===== src/rtl/ddr_axi_mem_tester.sv =====
// rtl/ddr_axi_mem_tester.sv - AXI4 write/readback pattern tester for a DDR controller user port
// Define MEM_TEST_LFSR_EN to replace the incrementing beat pattern with a per-beat Galois LFSR.
module ddr_axi_mem_tester #(
  parameter int unsigned       ADDR_W     = 32,
  parameter int unsigned       DATA_W     = 64,
  parameter logic [ADDR_W-1:0] BASE_ADDR  = '0,
  parameter int unsigned       NUM_BEATS  = 16,
  parameter int unsigned       NUM_BURSTS = 4,
  parameter logic [31:0]       SEED       = 32'h0
) (
  input  logic                  SYSCLK,
  input  logic                  NSYSRESET,
  input  logic                  START,
  input  logic                  CTRLR_READY,
  output logic [ADDR_W-1:0]     M_AWADDR,
  output logic [7:0]            M_AWLEN,
  output logic [2:0]            M_AWSIZE,
  output logic [1:0]            M_AWBURST,
  output logic                  M_AWVALID,
  input  logic                  M_AWREADY,
  output logic [DATA_W-1:0]     M_WDATA,
  output logic [DATA_W/8-1:0]   M_WSTRB,
  output logic                  M_WLAST,
  output logic                  M_WVALID,
  input  logic                  M_WREADY,
  input  logic [1:0]            M_BRESP,
  input  logic                  M_BVALID,
  output logic                  M_BREADY,
  output logic [ADDR_W-1:0]     M_ARADDR,
  output logic [7:0]            M_ARLEN,
  output logic [2:0]            M_ARSIZE,
  output logic [1:0]            M_ARBURST,
  output logic                  M_ARVALID,
  input  logic                  M_ARREADY,
  input  logic [DATA_W-1:0]     M_RDATA,
  input  logic [1:0]            M_RRESP,
  input  logic                  M_RLAST,
  input  logic                  M_RVALID,
  output logic                  M_RREADY,
  output logic                  BUSY,
  output logic                  DONE,
  output logic                  PASS,
  output logic [15:0]           ERR_COUNT
);

  localparam int unsigned       LANES      = DATA_W / 32;
  localparam int unsigned       BURST_W    = (NUM_BURSTS > 1) ? $clog2(NUM_BURSTS) : 1;
  localparam logic [ADDR_W-1:0] STRIDE     = ADDR_W'(NUM_BEATS * (DATA_W / 8));
  localparam logic [2:0]        AXSIZE     = 3'($clog2(DATA_W / 8));
  localparam logic [7:0]        AXLEN      = 8'(NUM_BEATS - 1);
  localparam logic [8:0]        LAST_BEAT  = 9'(NUM_BEATS - 1);
  localparam logic [BURST_W-1:0] LAST_BURST = BURST_W'(NUM_BURSTS - 1);
`ifdef MEM_TEST_LFSR_EN
  localparam logic [31:0]       GEN_SEED   = SEED | 32'h1;
`else
  localparam logic [31:0]       GEN_SEED   = SEED;
`endif

  typedef enum logic [2:0] {
    S_IDLE, S_WAIT_RDY, S_WR_ADDR, S_WR_DATA, S_WR_RESP, S_RD_ADDR, S_RD_DATA, S_DONE
  } state_t;

  function automatic logic [31:0] gen_next(input logic [31:0] s);
`ifdef MEM_TEST_LFSR_EN
    return {1'b0, s[31:1]} ^ (s[0] ? 32'h8020_0003 : 32'h0);
`else
    return s + 32'h1;
`endif
  endfunction

  function automatic logic [DATA_W-1:0] lanes(input logic [31:0] v);
    return {LANES{v}};
  endfunction

  state_t              state_q;
  logic                rdy_meta_q, rdy_sync_q;
  logic [ADDR_W-1:0]   addr_q;
  logic                awvalid_q, wvalid_q, wlast_q, bready_q, arvalid_q, rready_q;
  logic [DATA_W-1:0]   wdata_q;
  logic [8:0]          beat_q, skip_q;
  logic [BURST_W-1:0]  burst_q;
  logic [31:0]         gen_q;
  logic                busy_q, done_q;
  logic [15:0]         err_q;

  logic [31:0]         gen_d;
  logic [15:0]         err_d;
  logic                beat_last;
  logic                rd_bad;

  // gen_q always holds the pattern word of the beat currently being written or expected.
  assign gen_d     = gen_next(gen_q);
  assign err_d     = (err_q == 16'hFFFF) ? err_q : err_q + 16'd1;
  assign beat_last = (beat_q == LAST_BEAT);
  assign rd_bad    = (M_RDATA != lanes(gen_q)) || (M_RRESP != 2'b00) || (M_RLAST != beat_last);

  always_ff @(posedge SYSCLK or negedge NSYSRESET) begin
    if (!NSYSRESET) begin
      state_q    <= S_IDLE;
      rdy_meta_q <= 1'b0;
      rdy_sync_q <= 1'b0;
      addr_q     <= '0;
      awvalid_q  <= 1'b0;
      wvalid_q   <= 1'b0;
      wlast_q    <= 1'b0;
      wdata_q    <= '0;
      bready_q   <= 1'b0;
      arvalid_q  <= 1'b0;
      rready_q   <= 1'b0;
      beat_q     <= '0;
      skip_q     <= '0;
      burst_q    <= '0;
      gen_q      <= '0;
      busy_q     <= 1'b0;
      done_q     <= 1'b0;
      err_q      <= '0;
    end else begin
      rdy_meta_q <= CTRLR_READY;
      rdy_sync_q <= rdy_meta_q;
      case (state_q)
        S_IDLE, S_DONE: begin
          if (START) begin
            state_q <= S_WAIT_RDY;
            busy_q  <= 1'b1;
            done_q  <= 1'b0;
            err_q   <= '0;
            gen_q   <= GEN_SEED;
            beat_q  <= '0;
            burst_q <= '0;
            skip_q  <= '0;
          end
        end
        S_WAIT_RDY: begin
          if (rdy_sync_q) begin
            state_q   <= S_WR_ADDR;
            addr_q    <= BASE_ADDR;
            awvalid_q <= 1'b1;
          end
        end
        S_WR_ADDR: begin
          if (M_AWREADY) begin
            state_q   <= S_WR_DATA;
            awvalid_q <= 1'b0;
            wvalid_q  <= 1'b1;
            wdata_q   <= lanes(gen_q);
            wlast_q   <= (LAST_BEAT == 9'd0);
            beat_q    <= '0;
          end
        end
        S_WR_DATA: begin
          if (M_WREADY) begin
            gen_q <= gen_d;
            if (wlast_q) begin
              state_q  <= S_WR_RESP;
              wvalid_q <= 1'b0;
              wlast_q  <= 1'b0;
              bready_q <= 1'b1;
            end else begin
              wdata_q <= lanes(gen_d);
              beat_q  <= beat_q + 9'd1;
              wlast_q <= ((beat_q + 9'd1) == LAST_BEAT);
            end
          end
        end
        S_WR_RESP: begin
          if (M_BVALID) begin
            bready_q <= 1'b0;
            if (M_BRESP != 2'b00) err_q <= err_d;
            if (burst_q == LAST_BURST) begin
              state_q   <= S_RD_ADDR;
              burst_q   <= '0;
              gen_q     <= GEN_SEED;
              addr_q    <= BASE_ADDR;
              arvalid_q <= 1'b1;
            end else begin
              state_q   <= S_WR_ADDR;
              burst_q   <= burst_q + BURST_W'(1);
              addr_q    <= addr_q + STRIDE;
              awvalid_q <= 1'b1;
            end
          end
        end
        S_RD_ADDR: begin
          // A burst cut short by an early RLAST leaves the generator behind; catch it up first.
          if (skip_q != 9'd0) begin
            gen_q     <= gen_d;
            skip_q    <= skip_q - 9'd1;
            arvalid_q <= (skip_q == 9'd1);
          end else if (arvalid_q && M_ARREADY) begin
            state_q   <= S_RD_DATA;
            arvalid_q <= 1'b0;
            rready_q  <= 1'b1;
            beat_q    <= '0;
          end
        end
        S_RD_DATA: begin
          if (M_RVALID) begin
            gen_q <= gen_d;
            if (rd_bad) err_q <= err_d;
            if (M_RLAST || beat_last) begin
              rready_q <= 1'b0;
              beat_q   <= '0;
              if (burst_q == LAST_BURST) begin
                state_q <= S_DONE;
                burst_q <= '0;
                busy_q  <= 1'b0;
                done_q  <= 1'b1;
              end else begin
                state_q   <= S_RD_ADDR;
                burst_q   <= burst_q + BURST_W'(1);
                addr_q    <= addr_q + STRIDE;
                skip_q    <= LAST_BEAT - beat_q;
                arvalid_q <= beat_last;
              end
            end else begin
              beat_q <= beat_q + 9'd1;
            end
          end
        end
        default: state_q <= S_IDLE;
      endcase
    end
  end

  assign M_AWADDR  = addr_q;
  assign M_AWLEN   = AXLEN;
  assign M_AWSIZE  = AXSIZE;
  assign M_AWBURST = 2'b01;
  assign M_AWVALID = awvalid_q;
  assign M_WDATA   = wdata_q;
  assign M_WSTRB   = '1;
  assign M_WLAST   = wlast_q;
  assign M_WVALID  = wvalid_q;
  assign M_BREADY  = bready_q;
  assign M_ARADDR  = addr_q;
  assign M_ARLEN   = AXLEN;
  assign M_ARSIZE  = AXSIZE;
  assign M_ARBURST = 2'b01;
  assign M_ARVALID = arvalid_q;
  assign M_RREADY  = rready_q;
  assign BUSY      = busy_q;
  assign DONE      = done_q;
  assign PASS      = done_q && (err_q == 16'd0);
  assign ERR_COUNT = err_q;

endmodule

===== config.mk =====
export PLATFORM = sky130hd
export DESIGN_NAME = ddr_axi_mem_tester
export DESIGN_NICKNAME = d
export VERILOG_FILES = /design/src/rtl/ddr_axi_mem_tester.sv
export SDC_FILE = /design/constraint.sdc
export NUM_CORES = 1
export LEC_CHECK = 0
export BUFFER_PORTS_ARGS = -buffer_cell sky130_fd_sc_hd__buf_2
export CORE_MARGIN = 2
export CORE_UTILIZATION = 28
export CTS_CLUSTER_DIAMETER = 30
export DETAILED_ROUTE_END_ITERATION = 7
export HOLD_SLACK_MARGIN = 0.06
export SLEW_MARGIN = 10
export SYNTH_ARGS = -nofsm -noshare
export SYNTH_HDL_FRONTEND = slang
export SYNTH_SLANG_ARGS = --single-unit

===== constraint.sdc =====
create_clock -name SYSCLK -period 3.61 [get_ports SYSCLK]
set_input_delay 0.5415 -clock SYSCLK [delete_from_list [all_inputs] [get_ports SYSCLK]]
set_output_delay 0.5415 -clock SYSCLK [all_outputs]
set_load 0.1 [all_outputs]

== After elaboration in Yosys (flattened, before gate mapping) ==
Cells that the tools add are included.
W data, S select, Z words.

* Output and inout port bits: 187
* RAM bits: 0
* Register bits after elaboration: 177
* Word-level logic and storage cells: 191
* ROM bits: 0
* Memories kept: 0
* Latch bits: 0

* Muxes and demuxes: 96
* $mul: 0
* Equal/unequal tests: 33
* Bitwise operators: 0
* Add/subtract/negate cells: 7
* Order comparisons: 0
* Div/mod/pow operators: 0
* Reduce and logical (&&, ||, !) cells: 37
* Shifts and indexed selects: 0

{| class="wikitable"
|+ Operators with widths
! operator !! count
|-
| $mux W32 || 12
|-
| $mux W64 || 3
|-
| $pmux W32 S5 || 1
|-
| $pmux W64 S2 || 1
|-
| $mux W9 || 12
|-
| $mux W16 || 6
|-
| $pmux W32 S3 || 1
|-
| $ne A64 B64 Y1 || 1
|-
| $pmux W16 S3 || 1
|-
| $pmux W9 S5 || 1
|-
| $ne A2 B2 Y1 const B || 18
|-
| $mux W3 || 11
|-
| $add A32 B1 Y32 const B || 1
|-
| $add A32 B8 Y32 const B || 1
|-
| $mux W1 || 30
|-
| $pmux W9 S3 || 1
|-
| $pmux W3 S7 || 1
|-
| $reduce_and A5 Y1 || 4
|-
| $eq A9 B4 Y1 const B || 2
|-
| $reduce_and A6 Y1 || 3
|-
| $add A16 B1 Y16 const B || 1
|-
| $eq A16 B16 Y1 const B || 1
|-
| $logic_not A16 Y1 || 1
|-
| $reduce_bool A3 Y1 || 5
|-
| other kinds (27) || 54
|}

== Longest topological paths before layout ==
Gate-level depths: netlist (run 1).

* Depth in word-level cells: 6
* Depth in mapped cells: 14

== Worst setup path after synthesis (run 1) ==
OpenSTA, ideal clock, no wires.

* Path kind: register to register
* Start point: register beat_q[4]
* End point: register addr_q[28], in the netlist M_ARADDR[28]
* Buffers on the path: 0
* Stages on the path, launching flop included: 14
* Clock period less this slack: 2.735 ns
* Library setup time: 0.078 ns
* Arrival: 2.657 ns
* Data required time: 3.532 ns
* Setup slack: 0.875 ns
* Path through: dfrtp_1 -> inv_1 -> ha_1 -> nand2_1 -> nor2_1 -> nand3_1 -> ha_1 -> inv_1 -> a311oi_1 -> or2_1 -> nor3_2 -> nand3_1 -> or3_1 -> a21oi_1

* Cells in the longest elaborated chain, start to end: 4

{| class="wikitable"
|+ Ends and longest elaborated chain
! element !! line !! source
|-
| start, declared || 80 || <nowiki>logic [8:0] beat_q, skip_q;</nowiki>
|-
| start signal, assigned || 160 || <nowiki>beat_q <= beat_q + 9'd1;</nowiki>
|-
| start signal, assigned || 216 || <nowiki>beat_q <= beat_q + 9'd1;</nowiki>
|-
| $eq A9 B4 Y1 || 94 || <nowiki>assign beat_last = (beat_q == LAST_BEAT);</nowiki>
|-
| $logic_or A1 B1 Y1 || 200 || <nowiki>if (M_RLAST || beat_last) begin</nowiki>
|-
| $ne A2 B2 Y1 (no line) || -- ||
|-
| $reduce_and A6 Y1 (no line) || -- ||
|-
| end signal, assigned || 178 || <nowiki>addr_q <= addr_q + STRIDE;</nowiki>
|-
| end signal, assigned || 211 || <nowiki>addr_q <= addr_q + STRIDE;</nowiki>
|-
| end, declared || 77 || <nowiki>logic [ADDR_W-1:0] addr_q;</nowiki>
|}

Every way passes these cells.
A chain may end at the register's enable or synchronous reset.

== Final worst setup path (run 1) ==
* Start point: register beat_q[4]
* End point: register err_q[2], in the netlist ERR_COUNT[2]

* Cells in the longest elaborated chain, start to end: 5

{| class="wikitable"
|+ Ends and longest elaborated chain
! element !! line !! source
|-
| $eq A9 B4 Y1 || 94 ||
|-
| $ne A1 B1 Y1 || 95 || <nowiki>assign rd_bad = (M_RDATA != lanes(gen_q)) || (M_RRESP != 2'b00) || (M_RLAST != beat_last);</nowiki>
|-
| $logic_or A1 B1 Y1 || 95 ||
|-
| $ne A2 B2 Y1 (no line) || -- ||
|-
| $reduce_and A6 Y1 (no line) || -- ||
|-
| end signal, assigned || 168 || <nowiki>if (M_BRESP != 2'b00) err_q <= err_d;</nowiki>
|-
| end signal, assigned || 199 || <nowiki>if (rd_bad) err_q <= err_d;</nowiki>
|-
| end, declared || 84 || <nowiki>logic [15:0] err_q;</nowiki>
|}

Every way passes these cells.

==> impl_summary.log, run 1 <==
[metrics] status: finished, final reports clean
[metrics] min cycle time layout: about 3.3 ns
[metrics] total negative slack for setup checks: 0 ns
[metrics] master cell of the clock root buffer: sky130_fd_sc_hd__clkbuf_16
[metrics] arrival time worst endpoint: approximately 3.6 ns
[metrics] largest net degree at the start of global routing: about 70
[metrics] transition time of the tightest slew-check pin: between 0.8 and 0.9 ns
[metrics] number of global-route vias before repair: between 7000 and 8000
[metrics] Slew headroom: between 40 and 50%
[metrics] diode count: 0
[metrics] hold-fix buffers at CTS: 0
[metrics] share of the yosys chip area belonging to registers: 36.50%
[metrics] buffer depth of the longest clock path: 2
[metrics] Yosys warning total: 0
[metrics] clock slew seen by the registers of the worst setup and hold paths: around 0.060 ns
[metrics] Layout Area Growth over Synthesis: 15.92%
[metrics] Die Wd: 187.8 um
[metrics] Remaining DRCs: 0
[metrics] FP Rows: 67
[metrics] via count: roughly 8500
[metrics] critical path class: reg -> reg
[metrics] Top FF cell, synth: sky130_fd_sc_hd__dfrtp_1
[metrics] number of antenna violations at the first check in global routing: 0
[metrics] synth top area cells: sky130_fd_sc_hd__dfrtp_1 37%, sky130_fd_sc_hd__buf_4 8.4%, sky130_fd_sc_hd__xnor2_1 4.4%
[metrics] share of async-settable or async-resettable flops after synthesis: 100.0%
[metrics] peak fanout along the critical path: 9
[metrics] synth unique cells: just under 70
[metrics] placed insts: ~1700
[metrics] final clock period utilization by the worst path: between 90% and 100%
[metrics] Vias/cell: ~4.9
[metrics] post-synth top area cell: sky130_fd_sc_hd__dfrtp_1
[metrics] Wirelength per Cell: 16.51 um
[metrics] flip-flop and latch count after synthesis: 138
[metrics] antenna-violating nets left: 0
[metrics] Startpoint Class: register
[metrics] path category of the worst min-delay check: in -> async
[metrics] FILL cells: roughly 3600
[metrics] Leakage: 0.004943 uW
[metrics] unrepaired setup endpoints after global routing: no
[metrics] total global routing track utilization: between 15 and 20%
[metrics] layout cell share with drive strength beyond 1: approximately 23%
[metrics] area of the placeable core: between 30000 and 40000 um2
[metrics] post-detailed-placement half-perimeter wirelength: roughly 21000 um
[metrics] number of setup buffers added after CTS: 0
[metrics] DRC marker count from the first detailed-route iteration: 725
[metrics] clk_lat worst skew: 0.43 ns
[metrics] Reg2Reg Depth: 12
[metrics] level count of the clock H-tree: 4
[metrics] number of pins with negative max-slew slack in the final report: 0
[metrics] area share of the largest cell type after synthesis: 36.50%
[metrics] count of max-cap constraint violations: 0
[metrics] number of enable flip-flop cells after synthesis: 0
[metrics] Vert. Die Dim: 187.8 um
[metrics] fmax: slightly above 0.3 GHz
[metrics] total wire length: about 28000 um
[metrics] Pwr per Cell Area: around 950 nW/um2
[metrics] Max Clock Skew: about 0.010 ns
[metrics] required time of the worst setup path: approximately 3.9 ns
[metrics] full die area: 35270 um2
[metrics] # IOs: 265
[metrics] average footprint of a synthesized cell: about 8.3 um2
[metrics] total clock sinks: about 140
[metrics] final net count: between 1000 and 1500
[metrics] first-pass iteration count of the detailed router: 5
[metrics] overflow left after global routing: 0
[metrics] power consumption: just over 10000 uW
[metrics] final cell count without fillers: roughly 1700
[metrics] Post-Synthesis Cell Area: approximately 9500 um2
[metrics] final estimated routing congestion in global placement: 0.8744
[metrics] category of the worst setup path capture point: register
[metrics] TritonCTS Buffers: 17
[metrics] wire length of the first global-routing pass: about 44000 um
[metrics] TritonCTS clock tree: done
[metrics] Gate Count Post-Synth: approximately 1100
[metrics] final setup fails: 0
[metrics] Gates resized, CTS repair: 0
[metrics] number of input and output port buffers inserted: around 220
[metrics] initial standard-cell utilization of the core: between 20% and 30%
[metrics] peak ir drop on the vdd network: 0.001138 V
[metrics] final count of hold timing violations: 0
-- Yosys cell counts, types with 8 or more instances --
cell / instances
sky130_fd_sc_hd__o22ai_1: 9
sky130_fd_sc_hd__o41ai_1: 13
sky130_fd_sc_hd__nand2_1: 97
sky130_fd_sc_hd__and3_1: 30
sky130_fd_sc_hd__clkbuf_1: 47
sky130_fd_sc_hd__or3_1: 18
sky130_fd_sc_hd__nor2_1: 105
sky130_fd_sc_hd__ha_1: 12
sky130_fd_sc_hd__nand3_1: 46
sky130_fd_sc_hd__buf_4: 106
sky130_fd_sc_hd__dfrtp_1: 138
sky130_fd_sc_hd__buf_2: 10
sky130_fd_sc_hd__and2_1: 8
sky130_fd_sc_hd__nand2b_1: 14
sky130_fd_sc_hd__xnor2_1: 48
sky130_fd_sc_hd__o21ai_2: 8
sky130_fd_sc_hd__xor2_1: 46
sky130_fd_sc_hd__a21oi_1: 73
sky130_fd_sc_hd__nor4_1: 20
sky130_fd_sc_hd__a31oi_1: 8
sky130_fd_sc_hd__nor3_1: 24
sky130_fd_sc_hd__inv_1: 30
sky130_fd_sc_hd__nand4_1: 20
sky130_fd_sc_hd__o31ai_1: 23
sky130_fd_sc_hd__o21ai_0: 83
-- logic make-up (layout without fill, tap and decap cells) --
group           count (synthesis)  in the layout  share of synthesized area [%]
buf+inv                       201            299                          12.76
flops                         138            138                          36.50
compound gates                259            259                          17.01
mux                             3              3                         0.3174
xor+xnor                       98             98                          9.390
other cells                     2             48                        0.07938
fa+ha+maj                      12             12                          1.587
simple gates                  421            421                          22.35
-- power by group --
group	total, uW	internal, uW	leakage, uW	switching, uW
sequential	2250	1860	0.00182	394
combinational	6330	1150	0.00284	5180
clock	1800	1090	0.000290	707
total	10400	4100	0.00494	6280
-- cell usage in the layout (no fill, tap or decap), drive strengths merged, types with 8 or more instances in the layout --
cell type and count:
buf 237, dfrtp 138, nor2 105, nand3 46
nand4 20, and2 10, inv 32, o21ai 94
nor4 21, a31oi 8, xnor2 52, or3 18
ha 12, nor3 25, and3 30, a21oi 74
o31ai 23, nand2b 14, conb 48, o22ai 9
xor2 46, clkbuf 23, o41ai 13, nand2 97
-- registers in the layout (all words and copies together), names as in the netlist, 2 cells and up --
register / flops
burst_q: 2
skip_q: 9
M_ARADDR: 25
gen_q: 32
state_q: 3
beat_q: 9
ERR_COUNT: 16
M_WDATA: 32
-- worst max-delay path: stages, from the launching register on --
cell	delay, ns
sky130_fd_sc_hd__dfrtp_1	0.44
sky130_fd_sc_hd__inv_1	0.10
sky130_fd_sc_hd__ha_1	0.18
sky130_fd_sc_hd__nand2_1	0.08
sky130_fd_sc_hd__nor2_1	0.09
sky130_fd_sc_hd__nand3_1	0.11
sky130_fd_sc_hd__ha_1	0.31
sky130_fd_sc_hd__nor3_1	0.35
sky130_fd_sc_hd__nand4_1	0.14
sky130_fd_sc_hd__or4_1	0.61
sky130_fd_sc_hd__o21bai_2	0.20
sky130_fd_sc_hd__or3_1	0.37
sky130_fd_sc_hd__o21ai_0	0.16
-- final timing paths --
check | start | end | slack [ns]
max | beat_q[4] | ERR_COUNT[2] | 0.33
min | NSYSRESET | M_WDATA[32] | 0.13
max reg2reg | beat_q[4] | ERR_COUNT[2] | 0.33
min reg2reg | rdy_meta_q | rdy_sync_q | 0.36
max in group asynchronous | NSYSRESET | gen_q[8] | 2.63
min in group SYSCLK | CTRLR_READY | rdy_meta_q | 0.24
-- per-stage QoR --
stage	utilization [%]	hold slack (ns)	area, um2	setup slack, ns
6_report	32.87	0.1258	10970	0.3350
3_5_place_dp	31.07	0.3449	10370	0.3329
5_1_grt	32.87	0.1710	10970	0.05152
2_1_floorplan	-	0.2459	9633	0.8753
3_3_place_gp	31.07	0.3386	10370	0.5036
4_1_cts	32.87	0.1665	10970	0.3243
-- metal layers --
layer  global-route usage (%)  vias up  share of wire (%)
met2                    25.17      318                 47
met5                        0        -                  0
met1                    22.15     4093                 46
li1                         -     4095                  -
met4                    4.270        0                1.2
met3                    2.620       21                5.9
-- cell type report --
type,instances,area (um2),share of cell area (%)
clock buffers,23,488.0,4.450
clock inverters,9,111.4,1.015
inverters,30,112.6,1.027
multi-input cells,841,4984,45.44
flip-flops and latches,138,3453,31.49
well taps,448,560.5,5.111
repair buffers,237,1257,11.47
No activity file was read; power rests on OpenSTA's default activity.
==> inputs of run 2 (changes only) <==
==> constraint.sdc (replaced) <==
create_clock -name SYSCLK -period 3.61 [get_ports SYSCLK]
set_input_delay 0.722 -clock SYSCLK [delete_from_list [all_inputs] [get_ports SYSCLK]]
set_output_delay 0.722 -clock SYSCLK [all_outputs]
set_load 0.1 [all_outputs]
==> impl_summary.log, run 2 (same netlist as run 1, synthesis figures left out) <==
[metrics] status: finished, final reports clean
[metrics] clk_lat worst skew: 0.43 ns (about the same)
[metrics] share of power burned in combinational logic: 61.0% (about the same)
[metrics] full die area: 35270 um2 (unchanged)
[metrics] min cycle time layout: 3.363 ns (+0.08753 ns)
[metrics] power consumption: 10430 uW (+0.44%)
[metrics] wire length of the first global-routing pass: 44860 um (+1.4%)
[metrics] Startpoint Class: register
[metrics] Gates resized, CTS repair: 0 (unchanged)
[metrics] Critical-path top delay cell: sky130_fd_sc_hd__or4_1
[metrics] Crit. path cell count: 12 (unchanged)
[metrics] category of the worst setup path capture point: register
[metrics] area of the placeable core: 33360 um2 (unchanged)
[metrics] Wirelength per Cell: 16.66 um (+0.92%)
[metrics] final setup fails: 0 (unchanged)
[metrics] Pwr per Cell Area: 950.1 nW/um2 (+0.37%)
[metrics] level count of the clock H-tree: 4 (unchanged)
[metrics] path category of the worst min-delay check: in -> async
[metrics] required time of the worst setup path: 3.90 ns (about the same)
[metrics] critical path class: reg -> reg
[metrics] fmax: 0.2974 GHz (-2.6%)
[metrics] top library cells by usage in the layout, fill and taps aside: 215 x sky130_fd_sc_hd__buf_2, 138 x sky130_fd_sc_hd__dfrtp_1, 105 x sky130_fd_sc_hd__nor2_1
[metrics] total negative slack for setup checks: 0 ns (unchanged)
[metrics] part of the total power dissipated in the clock network: 17.4% (about the same)
[metrics] Vert. Die Dim: 187.8 um (unchanged)
[metrics] final net count: 1354 (-0.074%)
[metrics] final count of hold timing violations: 0 (unchanged)
[metrics] commonest non-fill, non-tap cell in the layout: sky130_fd_sc_hd__buf_2
[metrics] total internal power: 4095 uW (-0.14%)
[metrics] antenna-violating nets left: 0 (unchanged)
[metrics] Reg power frac: 21.6% (about the same)
[metrics] number of input and output port buffers inserted: 216 (unchanged)
[metrics] clock slew seen by the registers of the worst setup and hold paths: 0.07 ns (about the same)
[metrics] Layout Area Growth over Synthesis: 16.00% (about the same)
[metrics] post-detailed-placement half-perimeter wirelength: 21200 um (+0.49%)
[metrics] overflow left after global routing: 0 (unchanged)
[metrics] number of pins with negative max-slew slack in the final report: 0 (unchanged)
[metrics] count of max-cap constraint violations: 0 (unchanged)
[metrics] Psw: 6332 uW (+0.81%)
[metrics] placed insts: 1693 (-0.059%)
[metrics] via count: 8696 (+2.0%)
[metrics] number of global-route vias before repair: 7884 (+0.10%)
[metrics] peak ir drop on the vdd network: 0.001276 V (+12%)
[metrics] highest metal layer with signal wires: met4
[metrics] final estimated routing congestion in global placement: 0.8753 (+0.10%)
[metrics] FP Rows: 67 (unchanged)
[metrics] Met3 Routed Length: 1939 um (+15%)
[metrics] final clock period utilization by the worst path: 93.15% (+2.4 points)
[metrics] first-pass iteration count of the detailed router: 5 (unchanged)
[metrics] # IOs: 265 (unchanged)
[metrics] most repeated library cell on the critical path: sky130_fd_sc_hd__ha_1
[metrics] master cell of the clock root buffer: sky130_fd_sc_hd__clkbuf_16
[metrics] total clock sinks: 138 (unchanged)
[metrics] total wire length: 28750 um (+0.92%)
[metrics] layout cell share with drive strength beyond 1: 22.94% (+0.096 points)
[metrics] hold-fix buffers at CTS: 0 (unchanged)
[metrics] initial standard-cell utilization of the core: 28.35% (unchanged)
[metrics] Die Wd: 187.8 um (unchanged)
[metrics] largest net degree at the start of global routing: 73 (+2.8%)
[metrics] worst-case hold slack: 0.3365 ns (+0.2107 ns)
[metrics] wire length on met2: 13180 um (-0.83%)
[metrics] number of setup buffers added after CTS: 0 (unchanged)
[metrics] Max Clock Skew: 0.01196 ns (+0.001516 ns)
[metrics] buffer depth of the longest clock path: 2 (unchanged)
[metrics] Vias/cell: 5.038 (+2.0%)
[metrics] total global routing track utilization: 16.08% (+0.27 points)
[metrics] unrepaired setup endpoints after global routing: no
[metrics] final cell count without fillers: 1726 (unchanged)
[metrics] TritonCTS Buffers: 17 (unchanged)
[metrics] DRC marker count from the first detailed-route iteration: 636 (-12%)
[metrics] Slowest Stage Delay on Critical Path: 0.56 ns (-0.05 ns)
[metrics] number of antenna violations at the first check in global routing: 1 (+1)
[metrics] peak fanout along the critical path: 9 (unchanged)
[metrics] critical path cell sequence: inv_1, ha_1, nand2_1, nor2_1, nand3_1, ha_1, nor3_1, nand4_1, or4_1, o21bai_2, or3_1, o21ai_0
[metrics] arrival time worst endpoint: 3.66 ns (+0.09 ns)
[metrics] Met1 Wirelength: 12970 um (-1.4%)
[metrics] Slew headroom: 44.73% (-1.4 points)
[metrics] kind of cell adding the most delay to the critical path: simple AND/OR/NAND/NOR gates
[metrics] TritonCTS clock tree: done
[metrics] Reg2Reg Depth: 12 (unchanged)
[metrics] Remaining DRCs: 0 (unchanged)
[metrics] Switching Fraction: 60.73% (+0.23 points)
[metrics] transition time of the tightest slew-check pin: 0.8290 ns (+0.02619 ns)
[metrics] buffering stage count on the worst path with inverters included: 1 (unchanged)
[metrics] Leakage: 0.004947 uW (about the same)
## run 2: cell types whose count changed in the layout (fill, tap and decap cells not counted)
cell                        previous run  this run
sky130_fd_sc_hd__diode_2               0         1
sky130_fd_sc_hd__clkinv_2              2         5
sky130_fd_sc_hd__buf_12                1         2
sky130_fd_sc_hd__bufinv_16             2         3
sky130_fd_sc_hd__clkbuf_1              2         0
sky130_fd_sc_hd__clkbuf_8              4         0
sky130_fd_sc_hd__clkinv_4              1         2
sky130_fd_sc_hd__inv_6                 2         3
sky130_fd_sc_hd__buf_4                20        18
## run 2: path summary, 6_finish.rpt
| kind | startpoint | end | slack [ns] |
|---|---|---|---|
| setup / recovery | beat_q[4] | ERR_COUNT[2] | 0.25 |
| hold / removal | NSYSRESET | M_WDATA[36] | 0.34 |
| setup reg to reg | beat_q[4] | ERR_COUNT[2] | 0.25 |
| hold reg to reg | rdy_meta_q | rdy_sync_q | 0.35 |
| max in group asynchronous | NSYSRESET | rdy_meta_q | 2.51 |
| min in group SYSCLK | rdy_meta_q | rdy_sync_q | 0.35 |
## run 2: layout make-up
cell class / instances / area (um2)
Inverter: 30 / 112.6
Clock buffer: 17 / 425.4
Sequential cell: 138 / 3453
Tap cell: 448 / 560.5
Clock inverter: 15 / 173.9
Timing Repair Buffer: 236 / 1262
Multi-Input combinational cell: 841 / 4984
Antenna cell: 1 / 2.502
Fill cell: 3581 / 22390
## run 2: routing by layer
layer  vias to the layer above  global-route usage [%]
met5                         -                       0
met4                         0                   5.482
met3                        38                   3.219
met2                       370                   25.00
met1                      4177                   22.26
li1                       4111                       -
## run 2: through the flow
stage                     util [%]  setup slack (ns)  instance area (um2)
after floorplan                  -            0.7874                 9633
after global placement       31.09            0.3833                10370
after detailed placement     31.09            0.3083                10370
after CTS                    32.88            0.2816                10970
after global routing         32.89          0.002121                10970
final                        32.89            0.2475                10970
## run 2: power by group through the flow
stage	clock network [uW]	registers [uW]	logic [uW]
6_report	1820	2250	6360
5_1_grt	1920	2310	6720
4_1_cts	1860	2250	6370
3_5_place_dp	0	2280	6350
3_3_place_gp	0	2260	6310
2_1_floorplan	0	3770	3850
==> inputs of run 3 (changes only) <==
ABC_AREA = 1   (was not set)
==> impl_summary.log, run 3 <==
[metrics] min cycle time layout: 3.074 ns (-0.2890 ns)
[metrics] buffer depth of the longest clock path: 2 (unchanged)
[metrics] total area of multi-input combinational cells: 5398 um2 (+8.3%)
[metrics] transition time of the tightest slew-check pin: 0.7037 ns (-0.1253 ns)
[metrics] area share of the largest cell type after synthesis: 33.51% (-3.0 points)
[metrics] final count of hold timing violations: 0 (unchanged)
[metrics] Leakage: 0.005969 uW (+21%)
[metrics] Wirelength per Cell: 14.54 um (-13%)
[metrics] share of the yosys chip area belonging to registers: 33.51% (-3.0 points)
[metrics] placed insts: 2127 (+26%)
[metrics] total negative slack for setup checks: 0 ns (unchanged)
[metrics] Gates resized, CTS repair: 0 (unchanged)
[metrics] Layout Area Growth over Synthesis: 15.15%
[metrics] post-detailed-placement half-perimeter wirelength: 23890 um (+13%)
[metrics] Vert. Die Dim: 195.8 um (+4.3%)
[metrics] Gate Count Post-Synth: 1538 (+36%)
[metrics] initial standard-cell utilization of the core: 28.28% (-0.071 points)
[metrics] TritonCTS clock tree: done
[metrics] synth unique cells: 44 (-36%)
[metrics] layout cell share with drive strength beyond 1: 17.50% (-5.4 points)
[metrics] FP Rows: 70 (+4.5%)
[metrics] peak ir drop on the vdd network: 0.001178 V (-7.7%)
[metrics] Worst Setup SP: beat_q[4]
[metrics] worst-case hold slack: 0.2186 ns (-0.1179 ns)
[metrics] clk_lat worst skew: 0.43 ns (about the same)
[metrics] Vias/cell: 4.655 (-7.6%)
[metrics] overflow left after global routing: 0 (unchanged)
[metrics] synth top area cells: sky130_fd_sc_hd__dfrtp_1 34%, sky130_fd_sc_hd__nand2_1 17%, sky130_fd_sc_hd__buf_4 8.0%
[metrics] flip-flop and latch count after synthesis: 138 (unchanged)
[metrics] required time of the worst setup path: 3.97 ns (+0.07 ns)
[metrics] number of setup buffers added after CTS: 0 (unchanged)
[metrics] Slew headroom: 52.72% (+8.0 points)
[metrics] Startpoint Class: register
[metrics] fmax: 0.3254 GHz (+9.4%)
[metrics] top library cells by usage in the layout, fill and taps aside: 468 x sky130_fd_sc_hd__nand2_1, 215 x sky130_fd_sc_hd__buf_2, 165 x sky130_fd_sc_hd__nor2_1
[metrics] largest net degree at the start of global routing: 55 (-25%)
[metrics] power consumption: 9326 uW (-11%)
[metrics] Reg2Reg Depth: 17 (+5)
[metrics] Reg-to-Reg Start: beat_q[4]
[metrics] number of antenna violations at the first check in global routing: 3 (+2)
[metrics] clock slew seen by the registers of the worst setup and hold paths: 0.07 ns (about the same)
[metrics] total wire length: 31410 um (+9.3%)
[metrics] final estimated routing congestion in global placement: 0.9190 (+5.0%)
[metrics] Commonest cells post-synth: 468 x sky130_fd_sc_hd__nand2_1, 165 x sky130_fd_sc_hd__nor2_1, 157 x sky130_fd_sc_hd__inv_1
[metrics] antenna-violating nets left: 0 (unchanged)
[metrics] post-synth top area cell: sky130_fd_sc_hd__dfrtp_1
[metrics] Sequential cell area: 3453 um2 (unchanged)
[metrics] critical path class: reg -> reg
[metrics] full die area: 38350 um2 (+8.7%)
[metrics] hold-fix buffers at CTS: 0 (unchanged)
[metrics] status: finished, final reports clean
[metrics] worst setup slack after layout: 0.5364 ns (+0.2890 ns)
[metrics] FILL cells: 3989 (+11%)
[metrics] share of async-settable or async-resettable flops after synthesis: 100.0% (unchanged)
[metrics] number of global-route vias before repair: 9311 (+18%)
[metrics] TritonCTS Buffers: 17 (unchanged)
[metrics] peak fanout along the critical path: 17 (+8)
[metrics] # IOs: 265 (unchanged)
[metrics] final net count: 1768 (+31%)
[metrics] Pwr per Cell Area: 785.9 nW/um2 (-17%)
[metrics] DRC marker count from the first detailed-route iteration: 709 (+11%)
[metrics] category of the worst setup path capture point: register
[metrics] final cell count without fillers: 2160 (+25%)
[metrics] most numerous cell in the Yosys netlist: sky130_fd_sc_hd__nand2_1
[metrics] first-pass iteration count of the detailed router: 5 (unchanged)
[metrics] Yosys warning total: 0 (unchanged)
[metrics] path category of the worst min-delay check: in -> async
[metrics] count of max-cap constraint violations: 0 (unchanged)
[metrics] number of pins with negative max-slew slack in the final report: 0 (unchanged)
[metrics] Die Wd: 195.8 um (+4.3%)
[metrics] commonest non-fill, non-tap cell in the layout: sky130_fd_sc_hd__nand2_1
[metrics] unrepaired setup endpoints after global routing: no
[metrics] number of enable flip-flop cells after synthesis: 0 (unchanged)
[metrics] Post-Synthesis Cell Area: 10300 um2 (+8.9%)
[metrics] area of the placeable core: 36430 um2 (+9.2%)
[metrics] master cell of the clock root buffer: sky130_fd_sc_hd__clkbuf_16
[metrics] worst slack at placement: 0.5779 ns (+0.2697 ns)
[metrics] final setup fails: 0 (unchanged)
[metrics] level count of the clock H-tree: 4 (unchanged)
[metrics] total clock sinks: 138 (unchanged)
[metrics] average footprint of a synthesized cell: 6.700 um2 (-20%)
[metrics] Top FF cell, synth: sky130_fd_sc_hd__dfrtp_1
[metrics] via count: 10055 (+16%)
[metrics] final clock period utilization by the worst path: 85.14% (-8.0 points)
[metrics] Remaining DRCs: 0 (unchanged)
[metrics] arrival time worst endpoint: 3.44 ns (-0.22 ns)
[metrics] wire length of the first global-routing pass: 49930 um (+11%)
[metrics] number of input and output port buffers inserted: 216 (unchanged)
[metrics] total global routing track utilization: 16.35% (+0.26 points)
[metrics] Max Clock Skew: 0.01297 ns (+0.001011 ns)
run 3: worst paths after layout:
check                          endpoint  slack, ns
max                        ERR_COUNT[4]       0.54
max in group asynchronous     gen_q[16]       2.44
min reg2reg                  rdy_sync_q       0.35
min                        M_ARADDR[20]       0.22
max reg2reg                ERR_COUNT[4]       0.54
min in group SYSCLK          rdy_sync_q       0.35
run 3: metrics by stage:
step | util (%) | area [um2]
global placement | 30.79 | 11220
CTS | 32.56 | 11860
detailed placement | 30.79 | 11220
floorplan | - | 10480
finish | 32.57 | 11870
global route | 32.56 | 11860
run 3: power breakdown:
part	total, uW	leakage (uW)	switching (uW)	internal [uW]
sequential	2080	0.00186	265	1810
combinational	5300	0.00380	4450	851
clock	1950	0.000306	747	1200
total	9330	0.00597	5460	3860
run 3: cell type report:
cell class                      count  share of cell area, %
Antenna cell                        1                0.02109
Clock buffer                       19                  3.817
Clock inverter                     13                  1.613
Inverter                          166                  5.251
Multi-Input combinational cell   1131                  45.49
Sequential cell                   138                  29.10
Tap cell                          468                  4.935
Timing Repair Buffer              224                  9.774
run 3: critical path, stage by stage, from the launching register on:
cell and delay, ns:
sky130_fd_sc_hd__dfrtp_1 0.41, sky130_fd_sc_hd__inv_1 0.15, sky130_fd_sc_hd__ha_1 0.18, sky130_fd_sc_hd__nand2_1 0.08, sky130_fd_sc_hd__nor3_1 0.29, sky130_fd_sc_hd__nand2_1 0.11
sky130_fd_sc_hd__ha_1 0.29, sky130_fd_sc_hd__inv_1 0.06, sky130_fd_sc_hd__nand2_1 0.05, sky130_fd_sc_hd__nor2_1 0.13, sky130_fd_sc_hd__nand2_1 0.06, sky130_fd_sc_hd__nor2_1 0.10
sky130_fd_sc_hd__nand2_1 0.06, sky130_fd_sc_hd__nor2_1 0.12, sky130_fd_sc_hd__nand3_2 0.34, sky130_fd_sc_hd__nand2_2 0.40, sky130_fd_sc_hd__nand2_1 0.11, sky130_fd_sc_hd__nand2_1 0.08
run 3: kinds of logic (layout without fill, tap and decap cells):
kind of cell | Yosys count | count (layout) | share of synthesized area, %
fa+ha+maj | 12 | 12 | 1.457
flops | 138 | 138 | 33.51
other cells | 2 | 49 | 0.07288
compound gates | 189 | 189 | 9.920
xor+xnor | 73 | 73 | 6.204
simple gates | 809 | 809 | 32.88
buf+inv | 315 | 422 | 15.95
run 3: per-layer routing:
metal  share of wire (%)  vias up  GRT usage, %
li1                    -     5012             -
met1                  45     4635         21.98
met2                  47      360         26.84
met3                 6.4       44         3.146
met4                 1.7        4         4.433
met5               0.086        -             0
